--- src/rtl/hazard_ctrl.sv ---
// Hazard control for the ID_EX stage: load-use stalls, taken-branch flushes and
// multi-cycle data-memory waits with a timeout abort. Also counts stalled cycles.
module hazard_ctrl #(
  parameter int unsigned MEM_TIMEOUT = 16,
  parameter int unsigned CNT_W       = 16
) (
  input  logic             clk_i,
  input  logic             rst_i,
  input  logic             idex_memread_i,
  input  logic [4:0]       idex_rtaddr_i,
  input  logic [4:0]       ifid_rsaddr_i,
  input  logic [4:0]       ifid_rtaddr_i,
  input  logic             ifid_uses_rt_i,
  input  logic             branch_taken_i,
  input  logic             dmem_req_i,
  input  logic             dmem_ack_i,
  output logic             pc_write_o,
  output logic             ifid_write_o,
  output logic             ifid_flush_o,
  output logic             idex_bubble_o,
  output logic             pipe_hold_o,
  output logic             timeout_o,
  output logic [CNT_W-1:0] stall_cnt_o
);

  localparam int unsigned WaitW = (MEM_TIMEOUT > 2) ? $clog2(MEM_TIMEOUT) : 1;

  typedef enum logic [0:0] {StRun, StMemWait} state_e;

  state_e             state_q, state_d;
  logic [WaitW-1:0]   wait_q, wait_d;
  logic [CNT_W-1:0]   stall_cnt_q, stall_cnt_d;
  logic               timeout_q, timeout_d;
  logic               memstall, loaduse;

  // Hazard detection and prioritised pipeline controls.
  always_comb begin
    memstall = ((state_q == StMemWait) && !dmem_ack_i) ||
               ((state_q == StRun) && dmem_req_i && !dmem_ack_i);
    loaduse  = idex_memread_i && (idex_rtaddr_i != 5'd0) &&
               ((idex_rtaddr_i == ifid_rsaddr_i) ||
                (ifid_uses_rt_i && (idex_rtaddr_i == ifid_rtaddr_i)));

    pc_write_o    = 1'b1;
    ifid_write_o  = 1'b1;
    ifid_flush_o  = 1'b0;
    idex_bubble_o = 1'b0;
    pipe_hold_o   = 1'b0;

    if (memstall) begin
      pc_write_o   = 1'b0;
      ifid_write_o = 1'b0;
      pipe_hold_o  = 1'b1;
    end else if (loaduse) begin
      // Branch operands may depend on the load, so a taken branch waits.
      pc_write_o    = 1'b0;
      ifid_write_o  = 1'b0;
      idex_bubble_o = 1'b1;
    end else if (branch_taken_i) begin
      ifid_flush_o = 1'b1;
    end
  end

  // Next-state logic for the memory-wait FSM, wait counter and stall counter.
  always_comb begin
    state_d     = state_q;
    wait_d      = wait_q;
    timeout_d   = timeout_q;
    stall_cnt_d = stall_cnt_q;

    unique case (state_q)
      StRun: begin
        wait_d = '0;
        if (dmem_req_i && !dmem_ack_i) begin
          state_d = StMemWait;
        end
      end
      StMemWait: begin
        if (dmem_ack_i) begin
          state_d = StRun;
          wait_d  = '0;
        end else if (wait_q == WaitW'(MEM_TIMEOUT - 1)) begin
          // Abort the access; the flag stays set until reset.
          state_d   = StRun;
          wait_d    = '0;
          timeout_d = 1'b1;
        end else begin
          wait_d = wait_q + 1'b1;
        end
      end
    endcase

    if (!pc_write_o && (stall_cnt_q != {CNT_W{1'b1}})) begin
      stall_cnt_d = stall_cnt_q + 1'b1;
    end
  end

  // State registers with synchronous reset.
  always_ff @(posedge clk_i) begin
    if (rst_i) begin
      state_q     <= StRun;
      wait_q      <= '0;
      stall_cnt_q <= '0;
      timeout_q   <= 1'b0;
    end else begin
      state_q     <= state_d;
      wait_q      <= wait_d;
      stall_cnt_q <= stall_cnt_d;
      timeout_q   <= timeout_d;
    end
  end

  assign timeout_o   = timeout_q;
  assign stall_cnt_o = stall_cnt_q;

endmodule
--- config.mk ---
export PLATFORM = sky130hd
export DESIGN_NAME = hazard_ctrl
export DESIGN_NICKNAME = d
export VERILOG_FILES = /design/src/rtl/hazard_ctrl.sv
export SDC_FILE = /design/constraint.sdc
export NUM_CORES = 1
export LEC_CHECK = 0
export BUFFER_PORTS_ARGS = -buffer_cell sky130_fd_sc_hd__buf_2
export CORE_MARGIN = 2
export CORE_UTILIZATION = 41
export CTS_BUF_LIST = sky130_fd_sc_hd__clkbuf_8
export DETAILED_ROUTE_END_ITERATION = 10
export GPL_TIMING_DRIVEN = 0
export HOLD_SLACK_MARGIN = 0.12
export PLACE_DENSITY = 0.68
export SLEW_MARGIN = 25
export SYNTH_ARGS = -nofsm -noshare
export SYNTH_HDL_FRONTEND = slang
export SYNTH_SLANG_ARGS = --single-unit
--- constraint.sdc ---
create_clock -name clk_i -period 2.55 [get_ports clk_i]
set_input_delay 0.255 -clock clk_i [delete_from_list [all_inputs] [get_ports clk_i]]
set_output_delay 0.255 -clock clk_i [all_outputs]
set_load 0.01 [all_outputs]
==> metrics.md, run 1 <==
| Metric | Value |
|---|---|
| Least-Margin Pin Slew | `0.4874 ns` |
| Total wire length after detailed routing | `2647 um` |
| Startpoint class of the critical path | `input port` |
| Root cell of the clock tree | `clkbuf_8` |
| Yosys synthesis warning count | `0` |
| Cell depth of the worst hold path | `3` |
| Clock latency at the later pin of the worst-skew pair | `0.26 ns` |
| Number of nets still failing antenna checks after routing | `0` |
| Post-DR vias/cell | `5.242` |
| CP Data Arrival Time | `1.77 ns` |
| Worst-case reg-to-reg path depth | `6` |
| Number of nets in the synthesized netlist | `165` |
| Kind of cell adding the most delay to the critical path | `simple AND/OR/NAND/NOR gates` |
| Area enclosed by the die boundary | `3480 um2` |
| Adder-cell share of the synthesized area | `0.02018` |
| Share of the synthesized area in the top cell type | `0.3552` |
| Total negative setup slack | `0 ns` |
| Wire length of the first global-routing pass | `4381 um` |
| Combined area of all synthesized cells | `1240 um2` |
| Post-layout nets | `213` |
| Final setup fails | `0` |
| Max frequency | `493.0 MHz` |
| Number of vias after detailed routing | `1148` |
| Number of buffer cells added on primary ports | `43` |
| Biggest area consumer among synthesized cells | `dfxtp_1` |
| CTS H-tree lvls | `1` |
| Leakage dissipation | `0.7185 nW` |
| Synthesis-to-finish area growth | `24.92%` |
| Post-synthesis register bit count | `22` |
| Post-CTS Resized | `0` |
| Initial cell density of the core | `0.4420` |
| Worst R2R End | `stall_cnt_o[14]$_SDFFE_PP0P_` |
| I/O pin total | `44` |
| Post-synthesis share of cell area spent on and, or, nand and nor gates | `0.3058` |
| Final cycle utilization of the critical path | `0.7954` |
| Required time at the worst-slack endpoint | `2.30 ns` |
| Worst slew margin | `0.6751` |
| Pre-antenna DRT Iters | `4` |
| Reg2Reg Setup Slack | `0.66 ns` |
| Maximum Capacitance Violations | `0` |
| Dominant combinational cell family by area after synthesis | `simple AND/OR/NAND/NOR gates` |
| Share of post-route cells with drive strength above 1 | `0.3245` |
| Post-CTS Hold Fix Bufs | `0` |
| Worst-case hold path end point | `stall_cnt_o[3]$_SDFFE_PP0P_` |
| Final worst hold slack | `0.2700 ns` |
| Global routing usage summed across all routing layers | `0.1638` |
| Final non-filler cell total | `219` |
| Most numerous cell on the critical path | `buf_2` |
| Core area | `2805 um2` |
| GPL Wtd Cong | `0.7071` |
| Run status | `completed` |
| Maximum number of pins on one net before global-route repair | `13` |
| Top cells by area, synth | `dfxtp_1, xnor2_1, nor2_1, nand3_1, xor2_1` |
| Initial antenna violation count | `0` |
| DRC violation count after routing | `0` |
| Cell breakdown of the critical path | `buf_2 > or4_1 > o21ai_2 > inv_1 > a21oi_2 > and2_1 > buf_2` |
| Clock tree from TritonCTS | `built` |
| Mux cell area share after synthesis | `0.01715` |
| Post-synthesis share of cell area spent on xor and xnor gates | `0.1403` |
| Avg Inst Size Synth | `8.794 um2` |
| Standard cell with the maximum stage delay on the critical path | `or4_1` |
| Peak fanout along the critical path | `7` |
| Number of distinct library cell variants in the gate-level netlist after synthesis | `39` |
| Post-synthesis cell count | `141` |
| Crit path capture type | `output port` |
| Number of cells in the design after placement | `215` |
| Avg WL per Cell | `12.09 um` |
| Final-report max-slew violation count | `0` |
| Shortest period the worst path allows | `2.028 ns` |
| # rows | `19` |
| Top_reg_cell synth | `dfxtp_1` |
| Overflow left after global routing | `0` |
| Floorplan die height | `59.00 um` |
| Total power divided by cell area | `452.2 nW/um2` |
| Setup repair after global routing missed its margin | `no` |
| Number of DRC markers after the initial detailed-route iteration | `22` |
| Sinks on the clock net | `22` |
| Launch instance of the worst min-delay path | `rst_i` |
| Final antenna diode count | `0` |
| Clock skew | `0.005023 ns` |
| Detailed placement HPWL | `2076 um` |
| Worst min path class | `input port to flop` |
| Via count of the first global-routing pass | `1057` |
| Post-synthesis async set-or-reset flop share | `0` |
| Hold Violations, Final | `0` |
| WP buf/inv | `3` |
| Clock slew at reported path FFs | `0.08 ns` |
| VDD IR-drop max | `306.8 uV` |
| Worst-case clock buffer depth | `2` |
| Fraction of the mapped netlist area in compound gates | `0.1312` |
| Reg2reg start | `stall_cnt_o[0]$_SDFFE_PP0P_` |
| Longest individual stage delay on the worst path | `0.55 ns` |
| Critical path start-end classification | `input port to output port` |
| Seq/Total Area, Yosys | `0.3552` |
| Setup bufs post-CTS | `0` |
| Number of flops mapped to enable cells by yosys | `0` |
| Die X-Extent | `59.00 um` |
| Inserted Clock Buffers | `3` |
## worst max path at each step
stage / from / end / slack (ns) / depth (start not counted)
2_1_floorplan: idex_rtaddr_i[1] / ifid_flush_o / 0.77 / 5
3_3_place_gp: idex_rtaddr_i[1] / ifid_flush_o / 0.56 / 7
3_5_place_dp: idex_rtaddr_i[1] / ifid_flush_o / 0.51 / 7
4_1_cts: idex_rtaddr_i[1] / ifid_flush_o / 0.50 / 7
5_1_grt: idex_rtaddr_i[1] / ifid_flush_o / 0.39 / 7
6_report: idex_rtaddr_i[1] / ifid_flush_o / 0.52 / 7
## power by group
group          internal, W  leakage [nW]  switching [W]
registers         0.000347         0.178     0.00000460
clock network     0.000138        0.0288       0.000109
logic            0.0000463         0.512      0.0000565
total             0.000531         0.718       0.000170
## synth_stat cells (2+ instances only)
master	instances
a21oi_1	5
or4_1	4
and3_1	3
o21ai_0	7
dfxtp_1	22
nor2b_1	5
inv_1	6
nand4_2	2
xor2_1	5
o21ai_2	2
xnor2_1	13
nor2_1	18
nand2_1	8
nand4_1	3
nand3_1	10
or3_1	4
ha_1	2
## routing by layer
| metal | vias up | GRT usage | wire [um] |
|---|---|---|---|
| met5 | - | 0 | 0 |
| met4 | 0 | 0.06818 | 44 |
| met3 | 5 | 0.02183 | 172 |
| met2 | 42 | 0.3032 | 1260 |
| met1 | 514 | 0.1869 | 1170 |
| li1 | 587 | - | - |
## cell families (layout without fill, tap and decap cells)
family                     Yosys count  count (layout)
and+or+nand+nor                     67              67
DFF                                 22              22
AOI/OAI and AO/OA                   20              20
xor gates and xnor gates            19              19
buffers and inverters                9              56
adders and majority gates            2               2
muxes                                2               2
## worst register-to-register path, delay by kind of cell, from the launching register on
kind            cells  cell delay, ns
compound gates      2            0.28
fa+ha+maj           1            0.20
flops               1            0.41
simple gates        3            0.93
## flip-flops by register name, indices dropped and copies added (netlist names)
register,cells
state_q,1
timeout_o,1
wait_q,4
stall_cnt_o,16
## placed cells by master, fill, tap and decap left out, drive strengths merged, types with 5 or more instances in the layout
master,netlist,final
a21oi,6,6
xnor2,14,14
clkbuf,1,5
nand3,10,10
xor2,5,5
inv,6,6
nand2,9,9
nor2b,5,5
nand4,5,5
dfxtp,22,22
o21ai,9,9
buf,2,45
nor2,18,18
## area by class of cell
type | count | area, um2
buffer | 3 | 15.01
clock buffer | 4 | 55.05
fill | 278 | 1256
inverter | 6 | 22.52
multi-input combinational | 110 | 762.0
sequential | 22 | 440.4
tap | 31 | 38.79
timing repair buffer | 43 | 215.2
## metrics by stage
step | area (um2) | setup WS [ns] | utilization | total power [W]
after CTS | 1549 | 0.5045 | 0.5522 | 0.0007082
after detailed placement | 1494 | 0.5062 | 0.5326 | 0.0004626
after floorplan | 1240 | 0.7656 | - | 0.0004226
after global routing | 1549 | 0.3913 | 0.5522 | 0.0007350
after global placement | 1494 | 0.5557 | 0.5326 | 0.0004588
final | 1549 | 0.5216 | 0.5522 | 0.0007004
Power figures use the tool's default switching activity.
==> run 2: changes to the inputs <==
ABC_AREA = 1   (was not set)
PLACE_DENSITY = 0.66   (was 0.68)
clock period = 2.07 ns   (was 2.55 ns; I/O delays follow)
==> metrics.md, run 2 <==
| Metric | Value |
|---|---|
| Run status | `completed (unchanged)` |
| Avg WL per Cell | `8.956 um (was 12.09 um)` |
| Maximum number of pins on one net before global-route repair | `13 (unchanged)` |
| Number of nets in the synthesized netlist | `252 (was 165)` |
| Worst min path class | `input port to flop (unchanged)` |
| Clock latency at the later pin of the worst-skew pair | `0.26 ns (about the same)` |
| Peak fanout along the critical path | `10 (was 7)` |
| Number of cells in the design after placement | `317 (was 215)` |
| Core area | `3363 um2 (was 2805 um2)` |
| Total negative setup slack | `0 ns (unchanged)` |
| Final non-filler cell total | `321 (was 219)` |
| Setup repair after global routing missed its margin | `no (unchanged)` |
| Final cycle utilization of the critical path | `0.8513` |
| Initial cell density of the core | `0.4289 (was 0.4420)` |
| Worst-case clock buffer depth | `2 (unchanged)` |
| Die X-Extent | `63.32 um (was 59.00 um)` |
| Commonest cells after routing, fill and taps aside | `nand2_1, nor2_1, buf_2 (was buf_2, dfxtp_1, nor2_1)` |
| Hold Violations, Final | `0 (unchanged)` |
| Max frequency | `567.5 MHz` |
| GPL Wtd Cong | `0.8058 (was 0.7071)` |
| Post-layout nets | `300 (was 213)` |
| Area enclosed by the die boundary | `4009 um2 (was 3480 um2)` |
| Cell with the most instances after synthesis | `nand2_1 (was dfxtp_1)` |
| Final antenna diode count | `0 (unchanged)` |
| I/O pin total | `44 (unchanged)` |
| CTS H-tree lvls | `1 (unchanged)` |
| Number of flops mapped to enable cells by yosys | `0 (unchanged)` |
| Critical path start-end classification | `flop to output port (was input port to output port)` |
| Biggest area consumer among synthesized cells | `dfxtp_1 (unchanged)` |
| Total wire length after detailed routing | `2875 um (was 2647 um)` |
| Final core utilization | `0.5264 (was 0.5522)` |
| Largest register FFs | `16 (unchanged)` |
| Post-CTS Resized | `0 (unchanged)` |
| Combined area of all synthesized cells | `1443 um2 (was 1240 um2)` |
| Top_reg_cell synth | `dfxtp_1 (unchanged)` |
| Share of the synthesized area in the top cell type | `0.3053 (was 0.3552)` |
| Final worst hold slack | `0.1324 ns (was 0.2700 ns)` |
| Root cell of the clock tree | `clkbuf_8 (unchanged)` |
| Crit path capture type | `output port (unchanged)` |
| Sinks on the clock net | `22 (unchanged)` |
| Via count of the first global-routing pass | `1300 (was 1057)` |
| CP Data Arrival Time | `1.56 ns (was 1.77 ns)` |
| Avg Inst Size Synth | `6.327 um2 (was 8.794 um2)` |
| DRC violation count after routing | `0 (unchanged)` |
| # rows | `21 (was 19)` |
| Detailed placement HPWL | `2305 um (was 2076 um)` |
| Global routing usage summed across all routing layers | `0.1563 (was 0.1638)` |
| Shortest period the worst path allows | `1.762 ns` |
| Leakage dissipation | `0.9231 nW (was 0.7185 nW)` |
| Clock slew at reported path FFs | `0.07 ns (was 0.08 ns)` |
| Post-synthesis register bit count | `22 (unchanged)` |
| Pre-antenna DRT Iters | `4 (unchanged)` |
| Total power divided by cell area | `504.2 nW/um2 (was 452.2 nW/um2)` |
| Number of buffer cells added on primary ports | `43 (unchanged)` |
| Most common cell after layout, fill and taps aside | `nand2_1 (was buf_2)` |
| VDD IR-drop max | `375.2 uV (was 306.8 uV)` |
| Inserted Clock Buffers | `3 (unchanged)` |
| Post-synthesis cell count | `228 (was 141)` |
| Wire length of the first global-routing pass | `5188 um (was 4381 um)` |
| Final-report max-slew violation count | `0 (unchanged)` |
| Clock tree from TritonCTS | `built (unchanged)` |
| Maximum Capacitance Violations | `0 (unchanged)` |
| Final setup fails | `0 (unchanged)` |
| Floorplan die height | `63.32 um (was 59.00 um)` |
| Overflow left after global routing | `0 (unchanged)` |
| Clock skew | `0.005360 ns (was 0.005023 ns)` |
| Post-CTS Hold Fix Bufs | `0 (unchanged)` |
| Number of vias after detailed routing | `1434 (was 1148)` |
| Setup bufs post-CTS | `0 (unchanged)` |
| Synthesis-to-finish area growth | `22.72% (was 24.92%)` |
| Post-DR vias/cell | `4.467 (was 5.242)` |
| Worst slew margin | `0.8403 (was 0.6751)` |
| Initial antenna violation count | `0 (unchanged)` |
| Post-synthesis async set-or-reset flop share | `0 (unchanged)` |
| Required time at the worst-slack endpoint | `1.86 ns (was 2.30 ns)` |
| Top cells by area, synth | `dfxtp_1, nand2_1, nor2_1, inv_1, nand3_1 (was dfxtp_1, xnor2_1, nor2_1, nand3_1, xor2_1)` |
| Number of nets still failing antenna checks after routing | `0 (unchanged)` |
| Yosys synthesis warning count | `0 (unchanged)` |
| Startpoint class of the critical path | `flop (was input port)` |
| Number of distinct library cell variants in the gate-level netlist after synthesis | `26 (was 39)` |
| Number of DRC markers after the initial detailed-route iteration | `38 (was 22)` |
| Seq/Total Area, Yosys | `0.3053 (was 0.3552)` |
| Synth top cells by count | `nand2_1, nor2_1, inv_1 (was dfxtp_1, nor2_1, xnor2_1)` |
| Share of post-route cells with drive strength above 1 | `0.2945 (was 0.3245)` |
| Power, Total | `0.0008927 W (was 0.0007004 W)` |
| Least-Margin Pin Slew | `0.2378 ns (was 0.4874 ns)` |
[run 2: layer usage]
metal | GRT usage | vias to the layer above | share of wire
li1 | - | 789 | -
met1 | 0.1925 | 616 | 0.49
met2 | 0.2766 | 27 | 0.45
met3 | 0.03750 | 2 | 0.053
met4 | 0.03261 | 0 | 0.0059
met5 | 0 | - | 0
[run 2: cells by family after synthesis]
kind of cell    count (synthesis)  synth area share
fa+ha+maj                       2           0.01734
buf+inv                        41            0.1327
flops                          22            0.3053
xor+xnor                        2           0.01214
simple gates                  143            0.4675
compound gates                 18           0.06505
[run 2: final cells by class]
| type | instances | area [um2] |
|---|---|---|
| flip-flops and latches | 22 | 440.4 |
| well taps | 46 | 57.56 |
| clock buffers | 4 | 55.05 |
| plain buffers | 5 | 55.05 |
| repair buffers | 43 | 215.2 |
| inverters | 36 | 136.4 |
| multi-input cells | 165 | 810.8 |
| fillers | 376 | 1593 |
[run 2: critical path, cell delays in order, from the launching register on]
cell	delay, ns
dfxtp_1	0.33
inv_1	0.05
nor2_1	0.12
inv_1	0.07
nand2_1	0.10
inv_1	0.07
nand2_4	0.11
buf_6	0.15
inv_1	0.05
buf_4	0.12
buf_2	0.13
[run 2: report_power, final]
group,internal (W),switching [W]
Clock,0.000169,0.000137
Combinational,0.0000668,0.0000841
Sequential,0.000429,0.00000610
Total,0.000665,0.000227
[run 2: per-stage QoR]
stage               worst slack [ns]  area, um2
global placement              0.4587       1715
floorplan                     0.5917       1443
finish                        0.3079       1770
global route                  0.1737       1770
detailed placement            0.4638       1715
CTS                           0.2969       1770
[run 2: final timing paths]
kind | startpoint | to | slack [ns] | cells past startpoint
worst max-delay path | state_q$_SDFF_PP0_ | pc_write_o | 0.31 | 10
worst min-delay path | rst_i | timeout_o$_SDFFE_PP0P_ | 0.13 | 2
worst max register to register | stall_cnt_o[0]$_SDFFE_PP0P_ | stall_cnt_o[11]$_SDFFE_PP0P_ | 0.50 | 10
worst min register to register | wait_q[0]$_SDFF_PP0_ | wait_q[0]$_SDFF_PP0_ | 0.46 | 1
==> run 3: changes to the inputs <==
MAX_ROUTING_LAYER = met4   (was not set)
TNS_END_PERCENT = 5   (was not set)
==> metrics.md, run 3 (synthesized netlist as in run 2, its figures left out) <==
| Metric | Value |
|---|---|
| Setup bufs post-CTS | `0 (unchanged)` |
| Max frequency | `567.3 MHz (was 567.5 MHz)` |
| Post-DR vias/cell | `4.474 (was 4.467)` |
| Via count of the first global-routing pass | `1301 (was 1300)` |
| CTS H-tree lvls | `1 (unchanged)` |
| Worst min path class | `input port to flop (unchanged)` |
| Setup repair after global routing missed its margin | `no (unchanged)` |
| Final setup fails | `0 (unchanged)` |
| GPL Wtd Cong | `0.8175 (was 0.8058)` |
| Total area of sequential cells | `440.4 um2 (unchanged)` |
| Pre-antenna DRT Iters | `4 (unchanged)` |
| Synthesis-to-finish area growth | `22.72% (unchanged)` |
| Detailed placement HPWL | `2305 um (unchanged)` |
| Maximum number of pins on one net before global-route repair | `13 (unchanged)` |
| Post-layout nets | `300 (unchanged)` |
| Inserted Clock Buffers | `3 (unchanged)` |
| Floorplan die height | `63.32 um (unchanged)` |
| Final antenna diode count | `0 (unchanged)` |
| Final worst hold slack | `0.1323 ns (was 0.1324 ns)` |
| Number of vias after detailed routing | `1436 (was 1434)` |
| # rows | `21 (unchanged)` |
| Core area | `3363 um2 (unchanged)` |
| Total power divided by cell area | `504.5 nW/um2 (was 504.2 nW/um2)` |
| Clock slew at reported path FFs | `0.07 ns (about the same)` |
| Worst slew margin | `0.8403 (unchanged)` |
| Startpoint class of the critical path | `flop (unchanged)` |
| Number of nets still failing antenna checks after routing | `0 (unchanged)` |
| Area enclosed by the die boundary | `4009 um2 (unchanged)` |
| Run status | `completed (unchanged)` |
| Post-CTS Resized | `0 (unchanged)` |
| Die X-Extent | `63.32 um (unchanged)` |
| Fillers | `376 (unchanged)` |
| Clock tree from TritonCTS | `built (unchanged)` |
| Shortest period the worst path allows | `1.763 ns (was 1.762 ns)` |
| Fin worst setup slack | `0.3073 ns (was 0.3079 ns)` |
| Worst-case clock buffer depth | `2 (unchanged)` |
| Overflow left after global routing | `0 (unchanged)` |
| CP Data Arrival Time | `1.56 ns (about the same)` |
| Share of post-route cells with drive strength above 1 | `0.2945 (unchanged)` |
| Avg WL per Cell | `8.966 um (was 8.956 um)` |
| Commonest cells after routing, fill and taps aside | `nand2_1, nor2_1, buf_2 (unchanged)` |
| Peak fanout along the critical path | `10 (unchanged)` |
| Initial antenna violation count | `0 (unchanged)` |
| Total negative setup slack | `0 ns (unchanged)` |
| Sinks on the clock net | `22 (unchanged)` |
| Hold Violations, Final | `0 (unchanged)` |
| Global routing usage summed across all routing layers | `0.1606 (was 0.1563)` |
| Number of buffer cells added on primary ports | `43 (unchanged)` |
| Maximum Capacitance Violations | `0 (unchanged)` |
| DRC violation count after routing | `0 (unchanged)` |
| Clock latency at the later pin of the worst-skew pair | `0.26 ns (about the same)` |
| Required time at the worst-slack endpoint | `1.86 ns (about the same)` |
| Least-Margin Pin Slew | `0.2378 ns (unchanged)` |
| VDD IR-drop max | `375.1 uV (was 375.2 uV)` |
| Total area of multi-input combinational cells | `810.8 um2 (unchanged)` |
| Leakage dissipation | `0.9231 nW (unchanged)` |
| Wire length of the first global-routing pass | `5188 um (unchanged)` |
| Crit path capture type | `output port (unchanged)` |
| Post-CTS Hold Fix Bufs | `0 (unchanged)` |
| Number of DRC markers after the initial detailed-route iteration | `36 (was 38)` |
| I/O pin total | `44 (unchanged)` |
| Root cell of the clock tree | `clkbuf_8 (unchanged)` |
| Total wire length after detailed routing | `2878 um (was 2875 um)` |
| Most common cell after layout, fill and taps aside | `nand2_1 (unchanged)` |
| Final cycle utilization of the critical path | `0.8516 (was 0.8513)` |
| Critical path start-end classification | `flop to output port (unchanged)` |
| Largest register FFs | `16 (unchanged)` |
| Initial cell density of the core | `0.4289 (unchanged)` |
| Post-place setup slack | `0.4638 ns (unchanged)` |
| Final-report max-slew violation count | `0 (unchanged)` |
| Clock skew | `0.005397 ns (was 0.005360 ns)` |
[run 3: through the flow]
step / power (W) / utilization / area, um2 / instances
after floorplan: 0.0005424 / - / 1443 / 228
after global placement: 0.0005959 / 0.5100 / 1715 / 317
after detailed placement: 0.0005978 / 0.5100 / 1715 / 317
after CTS: 0.0009038 / 0.5264 / 1770 / 321
after global routing: 0.0009448 / 0.5264 / 1770 / 321
final: 0.0008932 / 0.5264 / 1770 / 321
[run 3: area by class of cell]
class	instances	share of cell area
Sequential cell	22	0.2488
Timing Repair Buffer	43	0.1216
Clock buffer	4	0.03110
Inverter	36	0.07703
Buffer	5	0.03110
Multi-Input combinational cell	165	0.4580
Tap cell	46	0.03251
[run 3: path summary, 6_finish.rpt]
kind / startpoint / endpoint / slack [ns] / cells after the start
worst max-delay path: state_q$_SDFF_PP0_ / pc_write_o / 0.31 / 10
worst min-delay path: rst_i / timeout_o$_SDFFE_PP0P_ / 0.13 / 2
worst max register to register: stall_cnt_o[0]$_SDFFE_PP0P_ / stall_cnt_o[11]$_SDFFE_PP0P_ / 0.50 / 10
worst min register to register: wait_q[0]$_SDFF_PP0_ / wait_q[0]$_SDFF_PP0_ / 0.46 / 1
[run 3: layer usage]
metal  track usage  up-vias  wire, um
met5             -        -         0
met4       0.03261        0        14
met3       0.03393        2       145
met2        0.2766       27      1304
met1        0.1947      618      1413
li1              -      789         -
[run 3: report_power, final]
group	total, W	switching [W]	leakage [nW]	internal, W
Clock	0.000307	0.000138	0.0288	0.000170
Sequential	0.000435	0.00000610	0.178	0.000429
Combinational	0.000151	0.0000841	0.717	0.0000668
Total	0.000893	0.000228	0.923	0.000665
[run 3: critical path, cell delays in order (launching register included)]
cell     delay, ns
dfxtp_1       0.33
inv_1         0.05
nor2_1        0.12
inv_1         0.07
nand2_1       0.10
inv_1         0.07
nand2_4       0.11
buf_6         0.15
inv_1         0.05
buf_4         0.12
buf_2         0.13
